$ cat src/rtl/c2f_chunk_arbiter.sv
// Two-requester round-robin arbiter handing out chunks of a circular chunk buffer.
// Define C2F_ARB_TIMEOUT_EN to add an owner watchdog and the timeout_out pulse.
module c2f_chunk_arbiter #(
  parameter int TIMEOUT_CYCLES = 1024,
  parameter int INDEX_W        = 4,
  parameter int OFFSET_W       = 10
) (
  input  logic                sysClk_in,
  input  logic                sysRst_in,
  input  logic [INDEX_W-1:0]  wrIndex_in,
  output logic [INDEX_W-1:0]  rdIndex_out,
  input  logic                req0_in,
  input  logic                req1_in,
  input  logic                ack0_in,
  input  logic                ack1_in,
  input  logic [OFFSET_W-1:0] rdOffset0_in,
  input  logic [OFFSET_W-1:0] rdOffset1_in,
  output logic                grant0_out,
  output logic                grant1_out,
  output logic [OFFSET_W-1:0] rdOffset_out,
  output logic                avail_out,
`ifdef C2F_ARB_TIMEOUT_EN
  output logic                timeout_out,
`endif
  output logic [1:0]          dbg_state
);

  localparam logic [1:0] S_IDLE    = 2'd0;
  localparam logic [1:0] S_GRANT0  = 2'd1;
  localparam logic [1:0] S_GRANT1  = 2'd2;
  localparam logic [1:0] S_RELEASE = 2'd3;

  // Handshake: reqN_in is a level; the grant is a registered level that stays up
  // until a one-cycle ackN_in pulse from the owner (or a watchdog expiry).
  logic [1:0] state;
  logic [1:0] state_nxt;
  logic       rr_ptr;
  logic       release_now;
  logic       ack_owner;
  logic       timeout_hit;

  assign avail_out    = (wrIndex_in != rdIndex_out);
  assign grant0_out   = (state == S_GRANT0);
  assign grant1_out   = (state == S_GRANT1);
  assign rdOffset_out = (state == S_GRANT1) ? rdOffset1_in : rdOffset0_in;
  assign dbg_state    = state;
  assign ack_owner    = ((state == S_GRANT0) && ack0_in) || ((state == S_GRANT1) && ack1_in);

  always_comb begin
    state_nxt   = state;
    release_now = 1'b0;
    case (state)
      S_IDLE: begin
        if (avail_out && (req0_in || req1_in)) begin
          if (req0_in && req1_in) state_nxt = rr_ptr ? S_GRANT1 : S_GRANT0;
          else                    state_nxt = req0_in ? S_GRANT0 : S_GRANT1;
        end
      end
      S_GRANT0, S_GRANT1: begin
        if (ack_owner || timeout_hit) begin
          state_nxt   = S_RELEASE;
          release_now = 1'b1;
        end
      end
      default: state_nxt = S_IDLE;
    endcase
  end

  always_ff @(posedge sysClk_in or posedge sysRst_in) begin
    if (sysRst_in) begin
      state       <= S_IDLE;
      rdIndex_out <= '0;
      rr_ptr      <= 1'b0;
    end else begin
      state <= state_nxt;
      if (release_now) begin
        rdIndex_out <= rdIndex_out + 1'b1;
        // Favour the requester that did not just own the chunk.
        rr_ptr      <= (state == S_GRANT0);
      end
    end
  end

`ifdef C2F_ARB_TIMEOUT_EN
  localparam int WD_W = (TIMEOUT_CYCLES > 1) ? $clog2(TIMEOUT_CYCLES) : 1;
  localparam logic [WD_W-1:0] WD_LIMIT = WD_W'(TIMEOUT_CYCLES - 1);

  logic            in_grant;
  logic [WD_W-1:0] wd;

  assign in_grant    = (state == S_GRANT0) || (state == S_GRANT1);
  assign timeout_hit = in_grant && (wd == WD_LIMIT);

  always_ff @(posedge sysClk_in or posedge sysRst_in) begin
    if (sysRst_in) begin
      wd          <= '0;
      timeout_out <= 1'b0;
    end else begin
      wd          <= (in_grant && !release_now) ? wd + 1'b1 : '0;
      timeout_out <= timeout_hit && !ack_owner;
    end
  end
`else
  assign timeout_hit = 1'b0;
`endif

endmodule

$ cat config.mk
export PLATFORM = sky130hd
export DESIGN_NAME = c2f_chunk_arbiter
export DESIGN_NICKNAME = d
export VERILOG_FILES = /design/src/rtl/c2f_chunk_arbiter.sv
export SDC_FILE = /design/constraint.sdc
export NUM_CORES = 1
export LEC_CHECK = 0
export CAP_MARGIN = 20
export CORE_ASPECT_RATIO = 1.25
export CORE_MARGIN = 5
export CORE_UTILIZATION = 27
export DETAILED_ROUTE_END_ITERATION = 16
export PLACE_DENSITY = 0.81
export SETUP_SLACK_MARGIN = 0.4
export SLEW_MARGIN = 20
export SYNTH_ARGS = -nofsm -noshare
export SYNTH_HDL_FRONTEND = slang
export SYNTH_SLANG_ARGS = --single-unit
$ cat constraint.sdc
create_clock -name sysClk_in -period 1.6 [get_ports sysClk_in]
set_clock_uncertainty 0.05 [all_clocks]
set_input_delay 0.16 -clock sysClk_in [delete_from_list [all_inputs] [get_ports sysClk_in]]
set_output_delay 0.16 -clock sysClk_in [all_outputs]
set_load 0.005 [all_outputs]
# Yosys cells after proc, flatten, opt, wreduce, memory -nomap -nowiden
# Index checks and enable logic that the tools add are counted.
# W data, S select, Z words.
# classes
reduce_logical	9
n_addsub	1
n_mux	9
n_eq_ne	5
# ops
operator	n
$mux W10	1
$mux W2	5
$add A4 B1 Y4 const B	1
$logic_and A1 B1 Y1	4
$ne A2 B2 Y1 const B	2
$ne A4 B4 Y1	1
$pmux W2 S2	1
$eq A2 B1 Y1 const B	1
$eq A2 B2 Y1 const B	1
$logic_not A2 Y1	1
$logic_or A1 B1 Y1	2
$mux W1	2
$reduce_and A2 Y1	1
$reduce_or A2 Y1	1
# totals
regBits	7
wordCells	27
out_inout_bits	19
in_bits	30

# Depth between registers and ports, before layout
# Gate-level depths: netlist of the first run.
# logic_depth
word_depth	5
ltp_mapped	6
ltp_nobuf	6

# Least setup slack after synthesis of the first run
# Ideal clock, no wire load.
# synth_path
path_kind	register -> register
startpoint	register state[0], in the netlist dbg_state[0]
endpoint	register rdIndex_out[1]
synth_period_minus_slack_ns	1.637
required_ns	1.425
arrival_ns	1.462
n_path_buf	0
slack_ns	-0.037
stages_incl_launch_ff	6
setup_ns	0.125
cell_sequence	dfrtp_1 -> inv_1 -> ha_1 -> inv_1 -> nor2_1 -> mux2_2
# synth_between
elab_chain_cells	5
word_cells_on_any_way	8
cone_classes	2 x eq/ne; 2 x mux; 4 x reduce/logical
# synth_lines
element	line	source
from (decl)	35	logic [1:0] state;
from (signal assigned)	75	state <= state_nxt;
$eq A2 B1 Y1 or $eq A2 B2 Y1 (tied branches)	47, 52	
$logic_and A1 B1 Y1	47	assign ack_owner = ((state == S_GRANT0) && ack0_in) || ((state == S_GRANT1) && ack1_in);
$logic_or A1 B1 Y1	47	
$mux W1	60	if (ack_owner || timeout_hit) begin
$mux W1 *	52	case (state)
to (signal assigned)	77	rdIndex_out <= rdIndex_out + 1'b1;
to (decl)	11	output logic [INDEX_W-1:0] rdIndex_out,
# Every way passes the cells marked *; elsewhere a longest branch is shown, timed or not.
# A chain may end at the register's enable or synchronous reset.

# Worst setup path in the final report of the first run
# layout_path
startpoint	register state[1], in the netlist dbg_state[1]
endpoint	register state[0], in the netlist dbg_state[0]
# layout_between
elab_chain_cells	5
word_cells_on_any_way	11
cone_classes	4 x eq/ne; 1 x mux; 6 x reduce/logical
# layout_lines
element	line
$eq A2 B1 Y1 or $eq A2 B2 Y1 (tied branches)	47, 52
$logic_and A1 B1 Y1	47
$logic_or A1 B1 Y1	47
$ne A2 B2 Y1 (no source line)	-
$reduce_and A2 Y1 (no source line)	-
# Parallel ways exist; a longest one is shown, timed or not.

==> report_table.html, run 1 <==
<table>
<tr><th>Metric</th><th>Value</th></tr>
<tr><th colspan="2">Global route</th></tr>
<tr><td>GRT Overall Usage</td><td>0.159</td></tr>
<tr><td>Total congestion overflow</td><td>0</td></tr>
<tr><td>Global-route wire length before repair</td><td>3.59 mm</td></tr>
<tr><td>Vias in the first global route</td><td>800</td></tr>
<tr><td>Initial antenna violation count</td><td>0</td></tr>
<tr><td>Largest net degree at the start of global routing</td><td>8</td></tr>
<tr><th colspan="2">STA</th></tr>
<tr><td>Max-slew violation total from the final report</td><td>0</td></tr>
<tr><td># setup viols final</td><td>18</td></tr>
<tr><td>Maximum clock rate</td><td>562 MHz</td></tr>
<tr><td>Post-route setup slack</td><td>-0.180 ns</td></tr>
<tr><td>Number of hold violations in the final report</td><td>0</td></tr>
<tr><td>Sum of negative setup slack</td><td>-2.34 ns</td></tr>
<tr><td>Worst slew margin relative to its limit</td><td>0.813</td></tr>
<tr><td>Transition at the pin with the smallest max-transition slack</td><td>0.280 ns</td></tr>
<tr><td>Period minus WS final</td><td>1.78 ns</td></tr>
<tr><td>Final period utilization</td><td>1.11</td></tr>
<tr><td>Setup repair after global routing missed its margin</td><td>yes</td></tr>
<tr><th colspan="2">Yosys</th></tr>
<tr><td>Register area share after synthesis</td><td>0.315</td></tr>
<tr><td>Cell type with the highest aggregate area in the netlist</td><td>sky130_fd_sc_hd__dfrtp_1</td></tr>
<tr><td>Count of cell types in the netlist</td><td>16</td></tr>
<tr><td>Cell count after synthesis</td><td>51</td></tr>
<tr><td>Most area-consuming cells after synthesis</td><td>sky130_fd_sc_hd__dfrtp_1 31%, sky130_fd_sc_hd__mux2_2 28%, sky130_fd_sc_hd__ha_1 11%</td></tr>
<tr><td>Cell area after synthesis</td><td>557 um^2</td></tr>
<tr><td>Post-Synthesis Net Count</td><td>86</td></tr>
<tr><td>Share of the synthesized area in the top cell type</td><td>0.315</td></tr>
<tr><td>Seq cells post-synth</td><td>7</td></tr>
<tr><td>Total number of yosys warnings</td><td>0</td></tr>
<tr><td>Mean post-synth cell area</td><td>10.9 um^2</td></tr>
<tr><th colspan="2">CTS</th></tr>
<tr><td>H-tree depth</td><td>1</td></tr>
<tr><td>CTS root buffer</td><td>sky130_fd_sc_hd__clkbuf_4</td></tr>
<tr><td>Clock buffer count from CTS</td><td>3</td></tr>
<tr><td>Bufs on Longest Clock Path</td><td>2</td></tr>
<tr><td>Clock Pin Slew Worst Setup and Hold Paths</td><td>0.06 ns</td></tr>
<tr><td>TritonCTS clock tree</td><td>built</td></tr>
<tr><td>Latest clock arrival within the worst-skew pair</td><td>0.27 ns</td></tr>
<tr><td>Hold_buf cts</td><td>0</td></tr>
<tr><td>CTS sink count</td><td>7</td></tr>
<tr><th colspan="2">Drt</th></tr>
<tr><td>Number of routed nets with antenna violations</td><td>0</td></tr>
<tr><td>Remaining DRCs</td><td>0</td></tr>
<tr><td>Routed wire length</td><td>2.43 mm</td></tr>
<tr><td>Via count</td><td>716</td></tr>
<tr><td>Avg WL per Cell</td><td>15.8 um</td></tr>
<tr><td>DRC marker count from the first detailed-route iteration</td><td>2</td></tr>
<tr><td>Vias per cell</td><td>4.65</td></tr>
<tr><td>Number of search-and-repair iterations in the first detailed-routing pass</td><td>2</td></tr>
<tr><th colspan="2">Pwr</th></tr>
<tr><td>Switching fraction of total power</td><td>0.339</td></tr>
<tr><td>Sequential Power Share</td><td>0.130</td></tr>
<tr><td>Areal power density over the cells</td><td>1840 nW/um^2</td></tr>
<tr><td>Leakage</td><td>0.743 nW</td></tr>
<tr><td>Part of the power in combinational logic</td><td>0.809</td></tr>
<tr><td>Total net switching power</td><td>0.000965 W</td></tr>
<tr><td>Maximum VDD drop</td><td>1210 uV</td></tr>
<tr><td>Cell Int Power</td><td>0.00188 W</td></tr>
<tr><td>Portion of total power attributed to the clock network</td><td>0.061</td></tr>
<tr><th colspan="2">Run status</th></tr>
<tr><td>Failing checks</td><td>negative setup slack</td></tr>
<tr><td>Outcome</td><td>complete, but fails checks</td></tr>
<tr><th colspan="2">Run</th></tr>
<tr><td>Max-cap violation count</td><td>0</td></tr>
<tr><th colspan="2">Finish</th></tr>
<tr><td>Number of nets in the layout</td><td>170</td></tr>
<tr><td>Final core utilization</td><td>0.782</td></tr>
<tr><td>Fraction of layout instances using a drive strength above 1</td><td>0.634</td></tr>
<tr><td>Final standard cell area without fillers</td><td>1550 um^2</td></tr>
<tr><td>Layout Area Growth over Synthesis</td><td>178%</td></tr>
<tr><td>Ant diodes</td><td>0</td></tr>
<tr><th colspan="2">Critical path</th></tr>
<tr><td>Critical setup path kind</td><td>reg2reg</td></tr>
<tr><td>Largest fanout on the critical path</td><td>5</td></tr>
<tr><td>Arrival time at the worst endpoint</td><td>1.88 ns</td></tr>
<tr><td>Kind of end point of the critical path</td><td>register</td></tr>
<tr><td>Category of the worst setup path launch point</td><td>register</td></tr>
<tr><td>CP required</td><td>1.70 ns</td></tr>
<tr><th colspan="2">Placement</th></tr>
<tr><td>Final RePlAce weighted congestion</td><td>0.663</td></tr>
<tr><td>HPWL after detailed placement</td><td>1.61 mm</td></tr>
<tr><td>Post-DP Area</td><td>1180 um^2</td></tr>
<tr><td>Count of input and output buffers</td><td>48</td></tr>
<tr><th colspan="2">Floorplan</th></tr>
<tr><td>Die Span X</td><td>50.6 um</td></tr>
<tr><td>Std cell rows</td><td>18</td></tr>
<tr><td>Core Area</td><td>1980 um^2</td></tr>
<tr><td>Die height</td><td>60.8 um</td></tr>
<tr><td>Die area</td><td>3080 um^2</td></tr>
<tr><td>Initial cell density of the core</td><td>0.281</td></tr>
<tr><td>Top-Level Pins</td><td>49</td></tr>
<tr><th colspan="2">Hold path</th></tr>
<tr><td>Path type of the worst min-delay path</td><td>in2async</td></tr>
</table>
-- registers in the layout (all words and copies together) (netlist names) --
register     flops
dbg_state        2
rdIndex_out      4
rr_ptr           1
-- metal layers --
metal	track usage	routed length [um]	vias to the layer above	part of all wire
li1	-	-	350	-
met1	0.146	857	320	0.35
met2	0.294	1240	41	0.51
met3	0.0565	283	5	0.12
met4	0.0985	52	0	0.021
met5	0	0	-	0
-- path summary, 6_finish.rpt --
path	startpoint	to	slack, ns	cells past startpoint
setup / recovery	dbg_state[1]	dbg_state[0]	-0.18	7
hold / removal	sysRst_in	rr_ptr	0.08	2
setup reg to reg	dbg_state[1]	dbg_state[0]	-0.18	7
hold reg to reg	rr_ptr	rr_ptr	0.47	1
max in group asynchronous	sysRst_in	rdIndex_out[1]	1.18	2
min in group sysClk_in	rr_ptr	rr_ptr	0.47	1
-- power groups by stage --
stage	logic, W	clock network (W)	registers [W]
final	0.00230	0.000174	0.000371
after global placement	0.00143	0	0.000348
after detailed placement	0.00148	0	0.000354
after CTS	0.00189	0.000181	0.000361
after floorplan	0.000734	0	0.000393
after global routing	0.00247	0.000195	0.000382
-- Yosys cell counts --
cell type	number
sky130_fd_sc_hd__xor2_1	1
sky130_fd_sc_hd__a311oi_1	1
sky130_fd_sc_hd__nor2_1	3
sky130_fd_sc_hd__buf_2	1
sky130_fd_sc_hd__nand4_1	2
sky130_fd_sc_hd__nand3_1	1
sky130_fd_sc_hd__nand2_1	2
sky130_fd_sc_hd__a41o_1	1
sky130_fd_sc_hd__xnor2_1	6
sky130_fd_sc_hd__ha_1	5
sky130_fd_sc_hd__a21oi_1	1
sky130_fd_sc_hd__dfrtp_1	7
sky130_fd_sc_hd__mux2_2	14
sky130_fd_sc_hd__inv_1	4
sky130_fd_sc_hd__a22oi_2	1
sky130_fd_sc_hd__a22oi_1	1
-- per-stage QoR --
stage / std cells / hold WS, ns / setup WS, ns / total power, W
3_5_place_dp: 127 / 0.361 / -0.104 / 0.00184
4_1_cts: 147 / 0.0660 / -0.175 / 0.00243
6_report: 154 / 0.0805 / -0.180 / 0.00285
5_1_grt: 154 / 0.0955 / -0.245 / 0.00305
3_3_place_gp: 127 / 0.354 / -0.0811 / 0.00178
2_1_floorplan: 51 / -0.0867 / 0.135 / 0.00113
-- logic make-up after synthesis --
family	after synthesis	share of synthesized area
DFF	7	0.315
xor gates and xnor gates	7	0.110
muxes	14	0.283
AOI/OAI and AO/OA	5	0.0786
buffers and inverters	5	0.0359
and+or+nand+nor	8	0.0652
adders and majority gates	5	0.112
-- repair_timing --
action / in CTS / in global routing
pin swaps: 11 / 2
endpoints found under the hold margin: 0 / 0
buffers inserted: 16 / 7
resized for setup: 98 / 31
endpoints found under the setup margin: 26 / 24
-- worst max-delay path, cell delays in order (launching register included) --
cell and delay, ns:
sky130_fd_sc_hd__dfrtp_2 0.44, sky130_fd_sc_hd__ha_4 0.19, sky130_fd_sc_hd__buf_6 0.12, sky130_fd_sc_hd__buf_6 0.10, sky130_fd_sc_hd__buf_6 0.10, sky130_fd_sc_hd__a22oi_2 0.21, sky130_fd_sc_hd__a22oi_2 0.15, sky130_fd_sc_hd__mux2_4 0.31
-- cell type report --
cell class / count / area, um^2
Fill cell: 129 / 433
Sequential cell: 7 / 179
Inverter: 4 / 22.5
Tap cell: 20 / 25.0
Timing Repair Buffer: 80 / 791
Multi-Input combinational cell: 39 / 505
Clock buffer: 4 / 26.3
-- layout by cell type (no fill, tap or decap), types with 2 or more instances in the layout --
cell type	count
sky130_fd_sc_hd__dfrtp_1	4
sky130_fd_sc_hd__nor2_1	2
sky130_fd_sc_hd__buf_4	13
sky130_fd_sc_hd__clkbuf_4	3
sky130_fd_sc_hd__nand4_1	2
sky130_fd_sc_hd__clkdlybuf4s50_1	29
sky130_fd_sc_hd__xnor2_2	5
sky130_fd_sc_hd__ha_1	2
sky130_fd_sc_hd__ha_4	3
sky130_fd_sc_hd__a22oi_2	2
sky130_fd_sc_hd__buf_6	31
sky130_fd_sc_hd__dfrtp_2	3
sky130_fd_sc_hd__mux2_4	13
sky130_fd_sc_hd__buf_2	4
sky130_fd_sc_hd__inv_4	3
Power figures use the tool's default switching activity.
==> run 2: changes to the inputs <==
--- a/config.mk
+++ b/config.mk
@@ -8,9 +8,10 @@
 export CAP_MARGIN = 20
 export CORE_ASPECT_RATIO = 1.25
 export CORE_MARGIN = 5
-export CORE_UTILIZATION = 27
+export CORE_UTILIZATION = 29
+export CTS_BUF_LIST = sky130_fd_sc_hd__clkbuf_8
 export DETAILED_ROUTE_END_ITERATION = 16
-export PLACE_DENSITY = 0.81
+export PLACE_DENSITY = 0.85
 export SETUP_SLACK_MARGIN = 0.4
 export SLEW_MARGIN = 20
 export SYNTH_ARGS = -nofsm -noshare
==> report_table.html, run 2 (synthesis results as in run 1) <==
<table>
<tr><th>Metric</th><th>Value</th></tr>
<tr><th colspan="2">CTS</th></tr>
<tr><td>TritonCTS clock tree</td><td>built (unchanged)</td></tr>
<tr><td>H-tree depth</td><td>1 (unchanged)</td></tr>
<tr><td>Latest clock arrival within the worst-skew pair</td><td>0.23 ns (was 0.27 ns)</td></tr>
<tr><td>CTS root buffer</td><td>sky130_fd_sc_hd__clkbuf_8 (was sky130_fd_sc_hd__clkbuf_4)</td></tr>
<tr><td>Clock Pin Slew Worst Setup and Hold Paths</td><td>0.04 ns (was 0.06 ns)</td></tr>
<tr><td>Bufs on Longest Clock Path</td><td>2 (unchanged)</td></tr>
<tr><td>Clock buffer count from CTS</td><td>3 (unchanged)</td></tr>
<tr><td>CTS sink count</td><td>7 (unchanged)</td></tr>
<tr><th colspan="2">Drt</th></tr>
<tr><td>Avg WL per Cell</td><td>17.0 um (was 15.8 um)</td></tr>
<tr><td>Vias per cell</td><td>4.81 (was 4.65)</td></tr>
<tr><td>DRC marker count from the first detailed-route iteration</td><td>3 (was 2)</td></tr>
<tr><td>Routed wire length</td><td>2.48 mm (was 2.43 mm)</td></tr>
<tr><td>Remaining DRCs</td><td>0 (unchanged)</td></tr>
<tr><td>Number of search-and-repair iterations in the first detailed-routing pass</td><td>4 (was 2)</td></tr>
<tr><td>Number of routed nets with antenna violations</td><td>0 (unchanged)</td></tr>
<tr><td>Via count</td><td>702 (was 716)</td></tr>
<tr><th colspan="2">STA</th></tr>
<tr><td>Worst slew margin relative to its limit</td><td>0.806 (was 0.813)</td></tr>
<tr><td>Setup repair after global routing missed its margin</td><td>yes (unchanged)</td></tr>
<tr><td>Max-slew violation total from the final report</td><td>0 (unchanged)</td></tr>
<tr><td>Post-route setup slack</td><td>-0.163 ns (was -0.180 ns)</td></tr>
<tr><td>Final period utilization</td><td>1.10 (was 1.11)</td></tr>
<tr><td># setup viols final</td><td>14 (was 18)</td></tr>
<tr><td>Transition at the pin with the smallest max-transition slack</td><td>0.291 ns (was 0.280 ns)</td></tr>
<tr><td>Maximum clock rate</td><td>567 MHz (was 562 MHz)</td></tr>
<tr><td>Period minus WS final</td><td>1.76 ns (was 1.78 ns)</td></tr>
<tr><td>Number of hold violations in the final report</td><td>0 (unchanged)</td></tr>
<tr><td>Sum of negative setup slack</td><td>-1.35 ns (was -2.34 ns)</td></tr>
<tr><th colspan="2">Pwr</th></tr>
<tr><td>Total power consumption of the routed design</td><td>0.00266 W (was 0.00285 W)</td></tr>
<tr><td>Areal power density over the cells</td><td>1810 nW/um^2 (was 1840 nW/um^2)</td></tr>
<tr><td>Total net switching power</td><td>0.000910 W (was 0.000965 W)</td></tr>
<tr><td>Leakage</td><td>0.687 nW (was 0.743 nW)</td></tr>
<tr><td>Part of the power in combinational logic</td><td>0.770 (was 0.809)</td></tr>
<tr><td>Portion of total power attributed to the clock network</td><td>0.094 (was 0.061)</td></tr>
<tr><td>Sequential Power Share</td><td>0.135 (was 0.130)</td></tr>
<tr><td>Switching fraction of total power</td><td>0.342 (was 0.339)</td></tr>
<tr><td>Maximum VDD drop</td><td>1260 uV (was 1210 uV)</td></tr>
<tr><td>Cell Int Power</td><td>0.00175 W (was 0.00188 W)</td></tr>
<tr><th colspan="2">Floorplan</th></tr>
<tr><td>Initial cell density of the core</td><td>0.308 (was 0.281)</td></tr>
<tr><td>Top-Level Pins</td><td>49 (unchanged)</td></tr>
<tr><td>Std cell rows</td><td>17 (was 18)</td></tr>
<tr><td>Core Area</td><td>1810 um^2 (was 1980 um^2)</td></tr>
<tr><td>Die area</td><td>2900 um^2 (was 3080 um^2)</td></tr>
<tr><td>Die Span X</td><td>49.2 um (was 50.6 um)</td></tr>
<tr><td>Die height</td><td>59.0 um (was 60.8 um)</td></tr>
<tr><th colspan="2">Global route</th></tr>
<tr><td>Largest net degree at the start of global routing</td><td>8 (unchanged)</td></tr>
<tr><td>Initial antenna violation count</td><td>0 (unchanged)</td></tr>
<tr><td>Vias in the first global route</td><td>742 (was 800)</td></tr>
<tr><td>GRT Overall Usage</td><td>0.156 (was 0.159)</td></tr>
<tr><td>Total congestion overflow</td><td>0 (unchanged)</td></tr>
<tr><td>Global-route wire length before repair</td><td>3.51 mm (was 3.59 mm)</td></tr>
<tr><th colspan="2">Critical path</th></tr>
<tr><td>Critical setup path kind</td><td>reg2reg (unchanged)</td></tr>
<tr><td>CP required</td><td>1.67 ns (was 1.70 ns)</td></tr>
<tr><td>Logic depth of the worst setup path including buffers</td><td>7 (unchanged)</td></tr>
<tr><td>Dominant cell type by count on the critical path</td><td>sky130_fd_sc_hd__a22oi_2 (was sky130_fd_sc_hd__buf_6)</td></tr>
<tr><td>Category of the worst setup path launch point</td><td>register (unchanged)</td></tr>
<tr><td>CP Buf/Inv Count</td><td>3 (unchanged)</td></tr>
<tr><td>Slowest cell delay on critical path</td><td>0.41 ns (was 0.44 ns)</td></tr>
<tr><td>Worst reg-to-reg path cell count</td><td>7 (unchanged)</td></tr>
<tr><td>Arrival time at the worst endpoint</td><td>1.83 ns (was 1.88 ns)</td></tr>
<tr><td>Startpoint of the worst-slack reg-to-reg timing path</td><td>dbg_state[1] (unchanged)</td></tr>
<tr><td>Chain of cells forming the critical path</td><td>buf_4, buf_6, inv_6, ha_4, a22oi_2, a22oi_2, mux2_2 (was ha_4, buf_6, buf_6, buf_6, a22oi_2, a22oi_2, mux2_4)</td></tr>
<tr><td>Worst r2r dst</td><td>dbg_state[1] (was dbg_state[0])</td></tr>
<tr><td>Worst R2R Setup Slack</td><td>-0.16 ns (was -0.18 ns)</td></tr>
<tr><td>Largest fanout on the critical path</td><td>3 (was 5)</td></tr>
<tr><td>Cell at the slowest stage of the critical path</td><td>sky130_fd_sc_hd__dfrtp_2 (unchanged)</td></tr>
<tr><td>Kind of end point of the critical path</td><td>register (unchanged)</td></tr>
<tr><td>Dominant delay contributor by cell family on the critical path</td><td>flip-flops (unchanged)</td></tr>
<tr><th colspan="2">Finish</th></tr>
<tr><td>Most flop-heavy register</td><td>rdIndex_out (unchanged)</td></tr>
<tr><td>Number of flip-flops under the largest register name</td><td>4 (unchanged)</td></tr>
<tr><td>Layout Area Growth over Synthesis</td><td>163% (was 178%)</td></tr>
<tr><td>Fraction of layout instances using a drive strength above 1</td><td>0.598 (was 0.634)</td></tr>
<tr><td>Number of nets in the layout</td><td>163 (was 170)</td></tr>
<tr><td>Post-route insts no fill</td><td>146 (was 154)</td></tr>
<tr><td>Commonest non-fill, non-tap cell in the layout</td><td>sky130_fd_sc_hd__clkdlybuf4s50_1 (was sky130_fd_sc_hd__buf_6)</td></tr>
<tr><td>Final core utilization</td><td>0.811 (was 0.782)</td></tr>
<tr><td>Fillcell total</td><td>109 (was 129)</td></tr>
<tr><td>Most used cells in the layout excluding fill and tap cells</td><td>29 x sky130_fd_sc_hd__clkdlybuf4s50_1, 23 x sky130_fd_sc_hd__buf_6, 13 x sky130_fd_sc_hd__buf_4 (was 31 x sky130_fd_sc_hd__buf_6, 29 x sky130_fd_sc_hd__clkdlybuf4s50_1, 13 x sky130_fd_sc_hd__mux2_4, 13 x sky130_fd_sc_hd__buf_4, 5 x sky130_fd_sc_hd__xnor2_2)</td></tr>
<tr><td>Final standard cell area without fillers</td><td>1470 um^2 (was 1550 um^2)</td></tr>
<tr><td>Ant diodes</td><td>0 (unchanged)</td></tr>
<tr><th colspan="2">Run</th></tr>
<tr><td>Max-cap violation count</td><td>0 (unchanged)</td></tr>
<tr><th colspan="2">Placement</th></tr>
<tr><td>Post-DP Area</td><td>1160 um^2 (was 1180 um^2)</td></tr>
<tr><td>Cell total after placement</td><td>124 (was 127)</td></tr>
<tr><td>Final RePlAce weighted congestion</td><td>0.767 (was 0.663)</td></tr>
<tr><td>Count of input and output buffers</td><td>48 (unchanged)</td></tr>
<tr><td>HPWL after detailed placement</td><td>1.60 mm (was 1.61 mm)</td></tr>
<tr><th colspan="2">Hold path</th></tr>
<tr><td>Path type of the worst min-delay path</td><td>in2async (unchanged)</td></tr>
<tr><th colspan="2">Run status</th></tr>
<tr><td>Outcome</td><td>complete, but fails checks (unchanged)</td></tr>
<tr><td>Failing checks</td><td>negative setup slack (unchanged)</td></tr>
</table>
## run 2: stage by stage
stage,hold slack (ns),setup slack (ns)
4_1_cts,0.145,-0.164
2_1_floorplan,-0.0867,0.135
5_1_grt,0.149,-0.198
6_report,0.130,-0.163
3_3_place_gp,0.350,-0.0829
3_5_place_dp,0.375,-0.105
## run 2: area by class of cell
class / instances / area, um^2 / share of cell area
Timing Repair Buffer: 73 / 711 / 0.485
Inverter: 4 / 22.5 / 0.0154
Tap cell: 19 / 23.8 / 0.0162
Clock inverter: 1 / 3.75 / 0.00256
Clock buffer: 3 / 41.3 / 0.0282
Sequential cell: 7 / 179 / 0.122
Multi-Input combinational cell: 39 / 485 / 0.331
## run 2: what timing repair did
item,4_1_cts,5_1_grt
resized for setup,98,18
hold buffers,0,0
setup buffers,15,3
endpoints found under the setup margin,26,24
pin swaps,7,7
## run 2: worst reg2reg max path: stages (launching register included)
cell,delay (ns)
sky130_fd_sc_hd__dfrtp_2,0.41
sky130_fd_sc_hd__buf_4,0.14
sky130_fd_sc_hd__buf_6,0.12
sky130_fd_sc_hd__inv_6,0.07
sky130_fd_sc_hd__ha_4,0.14
sky130_fd_sc_hd__a22oi_2,0.10
sky130_fd_sc_hd__a22oi_2,0.26
sky130_fd_sc_hd__mux2_2,0.36
## run 2: per-layer routing
metal / track usage / part of all wire / vias up
li1: - / - / 336
met1: 0.153 / 0.35 / 335
met2: 0.309 / 0.57 / 28
met3: 0.0353 / 0.056 / 3
met4: 0.0577 / 0.015 / 0
met5: 0 / 0 / -
## run 2: power groups by stage
stage                     sequential (W)  combinational [W]  clock [W]
final                           0.000360            0.00205   0.000250
after global routing            0.000370            0.00219   0.000274
after CTS                       0.000362            0.00180   0.000252
after detailed placement        0.000361            0.00142          0
after global placement          0.000355            0.00139          0
after floorplan                 0.000393           0.000734          0
## run 2: worst max path at each step
stage,from,to,slack [ns]
6_report,dbg_state[1],dbg_state[1],-0.16
4_1_cts,dbg_state[1],dbg_state[0],-0.16
2_1_floorplan,dbg_state[1],dbg_state[0],0.14
5_1_grt,dbg_state[1],dbg_state[1],-0.20
3_5_place_dp,dbg_state[0],rdOffset_out[6],-0.11
3_3_place_gp,dbg_state[0],rdOffset_out[6],-0.08
